[config.mk]
export PLATFORM = sky130hd
export DESIGN_NAME = garage_door_plant_flat
export DESIGN_NICKNAME = d
export VERILOG_FILES = /design/src/rtl/garage_door_pkg.sv /design/src/rtl/garage_door_if.sv /design/src/rtl/door_step_timer.sv /design/src/rtl/garage_door_plant.sv /design/src/flat_wrapper.sv
export SDC_FILE = /design/constraint.sdc
export NUM_CORES = 1
export LEC_CHECK = 0
export CORE_MARGIN = 5
export CORE_UTILIZATION = 29
export DETAILED_ROUTE_END_ITERATION = 16
export HOLD_SLACK_MARGIN = 0.1
export MAX_ROUTING_LAYER = met4
export SLEW_MARGIN = 20
export SYNTH_ARGS = -nofsm -noshare
export SYNTH_HDL_FRONTEND = slang
export SYNTH_SLANG_ARGS = --single-unit
[constraint.sdc]
create_clock -name clk -period 7.2 [get_ports clk]
set_input_delay 1.44 -clock clk [delete_from_list [all_inputs] [get_ports clk]]
set_output_delay 1.44 -clock clk [all_outputs]
set_load 0.005 [all_outputs]
[src/rtl/garage_door_pkg.sv]
// garage_door_pkg: door state encodings and default plant geometry shared by the plant and the controller bench
package garage_door_pkg;
    typedef enum logic [2:0] {
        CLOSED  = 3'd0,
        OPENING = 3'd1,
        OPEN    = 3'd2,
        CLOSING = 3'd3,
        HALTED  = 3'd4,
        FAULT   = 3'd5
    } door_state_t;
    localparam int DEF_TRAVEL_STEPS = 16;
    localparam int DEF_STEP_DIV = 8;
endpackage

[src/rtl/garage_door_if.sv]
// garage_door_if: motor commands UP_motor/DN_motor in, limit switches UP_MAX/DN_MAX, pos, door_state, overrun, fault out of the plant
interface garage_door_if #(parameter int TRAVEL_STEPS = garage_door_pkg::DEF_TRAVEL_STEPS);
    import garage_door_pkg::*;
    localparam int POS_W = $clog2(TRAVEL_STEPS + 1);
    logic UP_motor;
    logic DN_motor;
    logic UP_MAX;
    logic DN_MAX;
    logic overrun;
    logic fault;
    logic [POS_W-1:0] pos;
    door_state_t door_state;
    modport master (output UP_motor, DN_motor, input UP_MAX, DN_MAX, pos, door_state, overrun, fault);
    modport slave (input UP_motor, DN_motor, output UP_MAX, DN_MAX, pos, door_state, overrun, fault);
endinterface

[src/rtl/door_step_timer.sv]
// door_step_timer: STEP_DIV prescaler; clk/rst, run (count this cycle), clr (restart count from this cycle), step (one-cycle pulse on every STEP_DIV-th run cycle)
module door_step_timer #(
    parameter int STEP_DIV = 8
) (
    input  logic clk,
    input  logic rst,
    input  logic run,
    input  logic clr,
    output logic step
);
    localparam int CW = STEP_DIV > 1 ? $clog2(STEP_DIV) : 1;
    localparam logic [CW-1:0] LAST = CW'(STEP_DIV - 1);
    logic [CW-1:0] cnt;
    logic [CW-1:0] base;
    always_comb begin
        base = clr ? '0 : cnt;
        step = run & (base == LAST);
    end
    always_ff @(posedge clk)
        cnt <= (rst | ~run | step) ? '0 : base + 1'b1;
endmodule

[src/rtl/garage_door_plant.sv]
// garage_door_plant: door position model; clk/rst, bus.slave takes UP_motor/DN_motor and returns UP_MAX, DN_MAX, pos, door_state, sticky overrun/fault
module garage_door_plant
    import garage_door_pkg::*;
#(
    parameter int TRAVEL_STEPS = DEF_TRAVEL_STEPS,
    parameter int STEP_DIV = DEF_STEP_DIV
) (
    input logic clk,
    input logic rst,
    garage_door_if.slave bus
);
    localparam int POS_W = $clog2(TRAVEL_STEPS + 1);
    localparam logic [POS_W-1:0] MAX = POS_W'(TRAVEL_STEPS);
    logic up, dn, both, at_max, at_min, run, clr, step, dir;
    logic [POS_W-1:0] pos_nxt;
    door_state_t state_nxt;
    always_comb begin
        up = bus.UP_motor & ~bus.DN_motor;
        dn = bus.DN_motor & ~bus.UP_motor;
        both = bus.UP_motor & bus.DN_motor;
        at_max = bus.pos == MAX;
        at_min = bus.pos == '0;
        run = (up & ~at_max) | (dn & ~at_min);
        clr = (up & ~dir) | (dn & dir);
    end
    door_step_timer #(.STEP_DIV(STEP_DIV)) u_timer (
        .clk(clk),
        .rst(rst),
        .run(run),
        .clr(clr),
        .step(step)
    );
    always_comb begin
        pos_nxt = ~step ? bus.pos : up ? bus.pos + 1'b1 : bus.pos - 1'b1;
        state_nxt = both ? FAULT :
                    (pos_nxt == '0 & ~up) ? CLOSED :
                    (pos_nxt == MAX & ~dn) ? OPEN :
                    up ? OPENING :
                    dn ? CLOSING : HALTED;
    end
    always_ff @(posedge clk) begin
        if (rst) begin
            bus.pos <= '0;
            bus.UP_MAX <= 1'b0;
            bus.DN_MAX <= 1'b1;
            bus.door_state <= CLOSED;
            bus.overrun <= 1'b0;
            bus.fault <= 1'b0;
            dir <= 1'b0;
        end else begin
            bus.pos <= pos_nxt;
            bus.UP_MAX <= pos_nxt == MAX;
            bus.DN_MAX <= pos_nxt == '0;
            bus.door_state <= state_nxt;
            bus.overrun <= bus.overrun | (up & at_max) | (dn & at_min);
            bus.fault <= bus.fault | both;
            if (up | dn)
                dir <= up;
        end
    end
endmodule

[src/flat_wrapper.sv]
// flat-port wrapper written by rule: the top's interface ports become plain ports
module garage_door_plant_flat import garage_door_pkg::*;
#(
    parameter int TRAVEL_STEPS = DEF_TRAVEL_STEPS,
    parameter int STEP_DIV = DEF_STEP_DIV
)
  (clk, rst, bus_UP_motor, bus_DN_motor, bus_UP_MAX, bus_DN_MAX, bus_pos, bus_door_state, bus_overrun, bus_fault);
  garage_door_if #(.TRAVEL_STEPS(TRAVEL_STEPS)) bus_i ();
  input logic clk;
  input logic rst;
  input wire logic [$bits(bus_i.UP_motor)-1:0] bus_UP_motor;
  input wire logic [$bits(bus_i.DN_motor)-1:0] bus_DN_motor;
  output wire logic [$bits(bus_i.UP_MAX)-1:0] bus_UP_MAX;
  output wire logic [$bits(bus_i.DN_MAX)-1:0] bus_DN_MAX;
  output wire logic [$bits(bus_i.pos)-1:0] bus_pos;
  output wire logic [$bits(bus_i.door_state)-1:0] bus_door_state;
  output wire logic [$bits(bus_i.overrun)-1:0] bus_overrun;
  output wire logic [$bits(bus_i.fault)-1:0] bus_fault;
  assign bus_i.UP_motor = bus_UP_motor;
  assign bus_i.DN_motor = bus_DN_motor;
  assign bus_UP_MAX = bus_i.UP_MAX;
  assign bus_DN_MAX = bus_i.DN_MAX;
  assign bus_pos = bus_i.pos;
  assign bus_door_state = bus_i.door_state;
  assign bus_overrun = bus_i.overrun;
  assign bus_fault = bus_i.fault;
  garage_door_plant #(.TRAVEL_STEPS(TRAVEL_STEPS), .STEP_DIV(STEP_DIV)) u_core (.clk(clk), .rst(rst), .bus(bus_i));
endmodule
==> impl_summary.md <==
Status
The run finished with clean final reports.

Global route
The first-pass GRT wire length is 3.76 mm. Summed over all layers, the global routing overflow is 0. The via count of the first global-routing pass was 864. The maximum number of pins on one net before global-route repair is 16. The overall global routing resource usage is 10.9%. The initial antenna violation count came to 0.

STA
The final max-slew violation count was 0. Setup repair after global routing left no endpoint under its margin. The worst-margin pin slew is 644 ps. The count of final hold-check violations is 0. The setup skew after layout is 3.80 ps. The highest attainable clock frequency is 229 MHz. Setup total negative slack on the finished layout was measured at 0 ps. The final worst-path cycle share is 60.7%.

Setup violations remaining at the end of the flow were counted as 0. The worst slew slack as a fraction of its limit is 57.0%. The post-layout minimum cycle time is 4370 ps.

Place
In this run the tool buffered the top-level ports with 15 buffer cells. The placed instances occupy a cell area of around 1200 um2. Once detailed placement completed, the half-perimeter wirelength came to 1.63 mm. The routability-driven placement congestion ratio is 0.889.

Logic synthesis
Yosys mapped the design onto 37 distinct sky130hd cell types. By area the synthesized netlist is led by dfxtp_1 (33%), ha_1 (10%), nor2_1 (4.6%). The register area share after synthesis is 32.7%.

The number of warnings printed during yosys synthesis is 0. The share of the synthesized area in the top cell type is 32.7%. A synthesized cell averages 8.84 um2. The biggest area contributor in the post-synthesis netlist is dfxtp_1. When the netlist entered floorplanning its net count stood at ~120.

The area of the mapped netlist is 981 um2. The number of storage elements in the synthesis netlist is 16. The synthesized instance count is 111.

Power and ir drop
The power per cell area is 133 nW/um2. The worst IR drop on VDD is 0.108 mV. In this run the static leakage power is 0.000456 uW.

Clock tree
Clock-pin slew was measured on the worst setup and hold paths at 80 ps. The number of setup buffers added after CTS is 0. The clock tree root buffer cell is clkbuf_4. CTS built an H-tree with a depth of 1. The number of clock buffers inserted by TritonCTS is 3. The maximum root-to-sink buffer count is 2. For this design, the sink count on the clock tree is 16. The insertion delay of the later-clocked pin in the worst-skew pair is about 280 ps. For this design, the CTS-stage hold fixing added 0 buffers. The count of cells resized by post-cts repair is 0. TritonCTS built the clock tree.

Final layout
In the layout the commonest cells are dfxtp_1 (16), clkdlybuf4s50_1 (15), nor2_1 (12). The area of all placed cells without fillers is 1190 um2. The final-stage net count is around 140. The synthesis-to-finish area growth is 21.2%. Of the cells placed in the final design, the portion with a size suffix greater than 1 is 8.87%.

The repair_antennas step left the layout with diodes totalling 0. The most common cell after layout, fill and taps aside is dfxtp_1.

Worst setup path
The critical path starts at bus_DN_motor. The worst reg2reg path depth is 7. The worst setup path is of the in2reg kind. The maximum fanout along the worst path is 15.

Counting buffers and inverters, the worst setup path is 10 cells deep. Among all stages on the critical path, the largest delay is contributed by ha_1. The kind of cell adding the most delay to the critical path is adder cells. The data arrival time of the critical path is 4520 ps. At the worst endpoint, the required time is 7350 ps. STA classifies the critical path startpoint as an input pin.

Walking the worst path, the cells encountered are clkdlybuf4s50_1 > inv_1 > ha_1 > inv_1 > ha_1 > nand2b_1 > a21oi_1 > mux2_2 > a211oi_2 > a2111oi_4. The worst stage delay on the critical path is about 560 ps. For flop-to-flop paths, the worst setup slack is 4570 ps.

The destination of the worst register-to-register timing path is u_core.bus.door_state[1]$_SDFF_PP0_. The type of element capturing the critical path is a register. The number of buffers and inverters on the critical path is 3. In this run the worst setup path terminates at u_core.bus.door_state[1]$_SDFF_PP0_.

The worst flop-to-flop path startpoint is u_core.bus.pos[0]$_SDFF_PP0_.

Route
The via count is approximately 830. In the routed layout, each cell is associated on average with a via count of 4.86. The number of remaining DRC errors is 0.

The routed wire length is 2.11 mm. The sum of met3 wire segment lengths after detailed routing is 102 um. The detail route stage leaves a number of antenna-violating nets equal to 0.

The number of iterations in the first detailed-routing pass is 4. In this run, the number of DRC markers left after iteration 0 of detailed routing was 60. Signal routing reaches up to met4. In the final routed layout, each cell accounts on average for approximately 12 um. In the final routing, the length of wire on met1 measures slightly below 1 mm.

Detailed routing placed a total of between 1 and 1.5 mm of wire on met2.

Floorplan
The die is 68.2 um wide. The effective utilization at floorplan is between 20 and 30%. The floorplan die area is 4650 um2. Row generation in the floorplan step produced 21 rows. The core region area is 3310 um2. The top-level I/O count is 16. From bottom edge to top edge, the die measures 68.2 um.

Worst hold path
The worst hold path begins at u_core.bus.fault$_SDFF_PP0_. The worst min-delay path class is reg2reg.

Job
The number of max-cap violations is 0.
## per-stage QoR
step           hold slack [ps]  total power, uW  setup WS (ps)  cells  util [%]
2_1_floorplan              458              106           3570    111         -
3_3_place_gp               451              114           2680    167      35.2
3_5_place_dp               458              115           2560    167      35.2
4_1_cts                    477              160           2860    170      35.9
5_1_grt                    506              168           2590    170      35.9
6_report                   478              158           2830    170      35.9
## logic make-up after synthesis
logic type | Yosys count | synth area share (%)
simple gates | 40 | 21.3
buf+inv | 13 | 5.36
xor+xnor | 3 | 2.68
flops | 16 | 32.7
fa+ha+maj | 9 | 12.2
mux | 5 | 5.23
compound gates | 25 | 20.5
## sequential cells by signal (all words and copies together) (netlist names)
register,cells
u_core.bus.pos,5
u_core.bus.door_state,3
u_core.u_timer.cnt,3
u_core.bus.DN_MAX,1
u_core.bus.UP_MAX,1
u_core.bus.fault,1
u_core.bus.overrun,1
u_core.dir,1
## cell type report
| class | instances | area [um2] |
|---|---|---|
| fill | 353 | 2120 |
| clock buffer | 3 | 22.5 |
| sequential | 16 | 320 |
| inverter | 8 | 30.0 |
| timing repair buffer | 15 | 150 |
| multi-input combinational | 82 | 608 |
| tap | 46 | 57.6 |
## worst min-delay path by stage
stage               slack (ps)  cells past startpoint                          end
floorplan                  460                      2  u_core.bus.fault$_SDFF_PP0_
global placement           450                      2  u_core.bus.fault$_SDFF_PP0_
detailed placement         460                      2  u_core.bus.fault$_SDFF_PP0_
CTS                        480                      2  u_core.bus.fault$_SDFF_PP0_
global route               510                      2  u_core.bus.fault$_SDFF_PP0_
finish                     480                      2  u_core.bus.fault$_SDFF_PP0_
## per-layer routing
layer / vias to the layer above / track usage, %
met2: 18 / 17.7
met4: 0 / 1.74
met3: 2 / 4.11
li1: 423 / -
met5: - / -
met1: 384 / 13.0
## worst min-delay path, stage by stage, from the launching register on
cell and delay, ps:
dfxtp_1 320, nor2_1 80, nor2_1 40
## Yosys cell counts (all sizes together)
cell type,count
nand4,2
a21oi,8
and2,5
nor4,4
fa,1
nand3,1
a2111oi,1
or4,1
nand2b,2
nor2,12
inv,8
xnor2,2
a21o,3
a32oi,1
ha,8
o22ai,2
a31oi,1
dfxtp,16
o221a,1
o21ai,2
o211a,1
o221ai,1
a221oi,1
xor2,1
clkbuf,2
o2111ai,1
or2,2
nor3,2
buf,3
a211oi,2
mux2i,4
mux2,1
nand2,8
nor2b,1
## where the power goes
part           switching (uW)  internal [uW]  total (uW)
registers               0.917           90.7        91.6
logic                    11.4           9.62        21.0
clock network            25.8           19.4        45.2
total                    38.1            120         158
(Power assumes the default switching activity.)
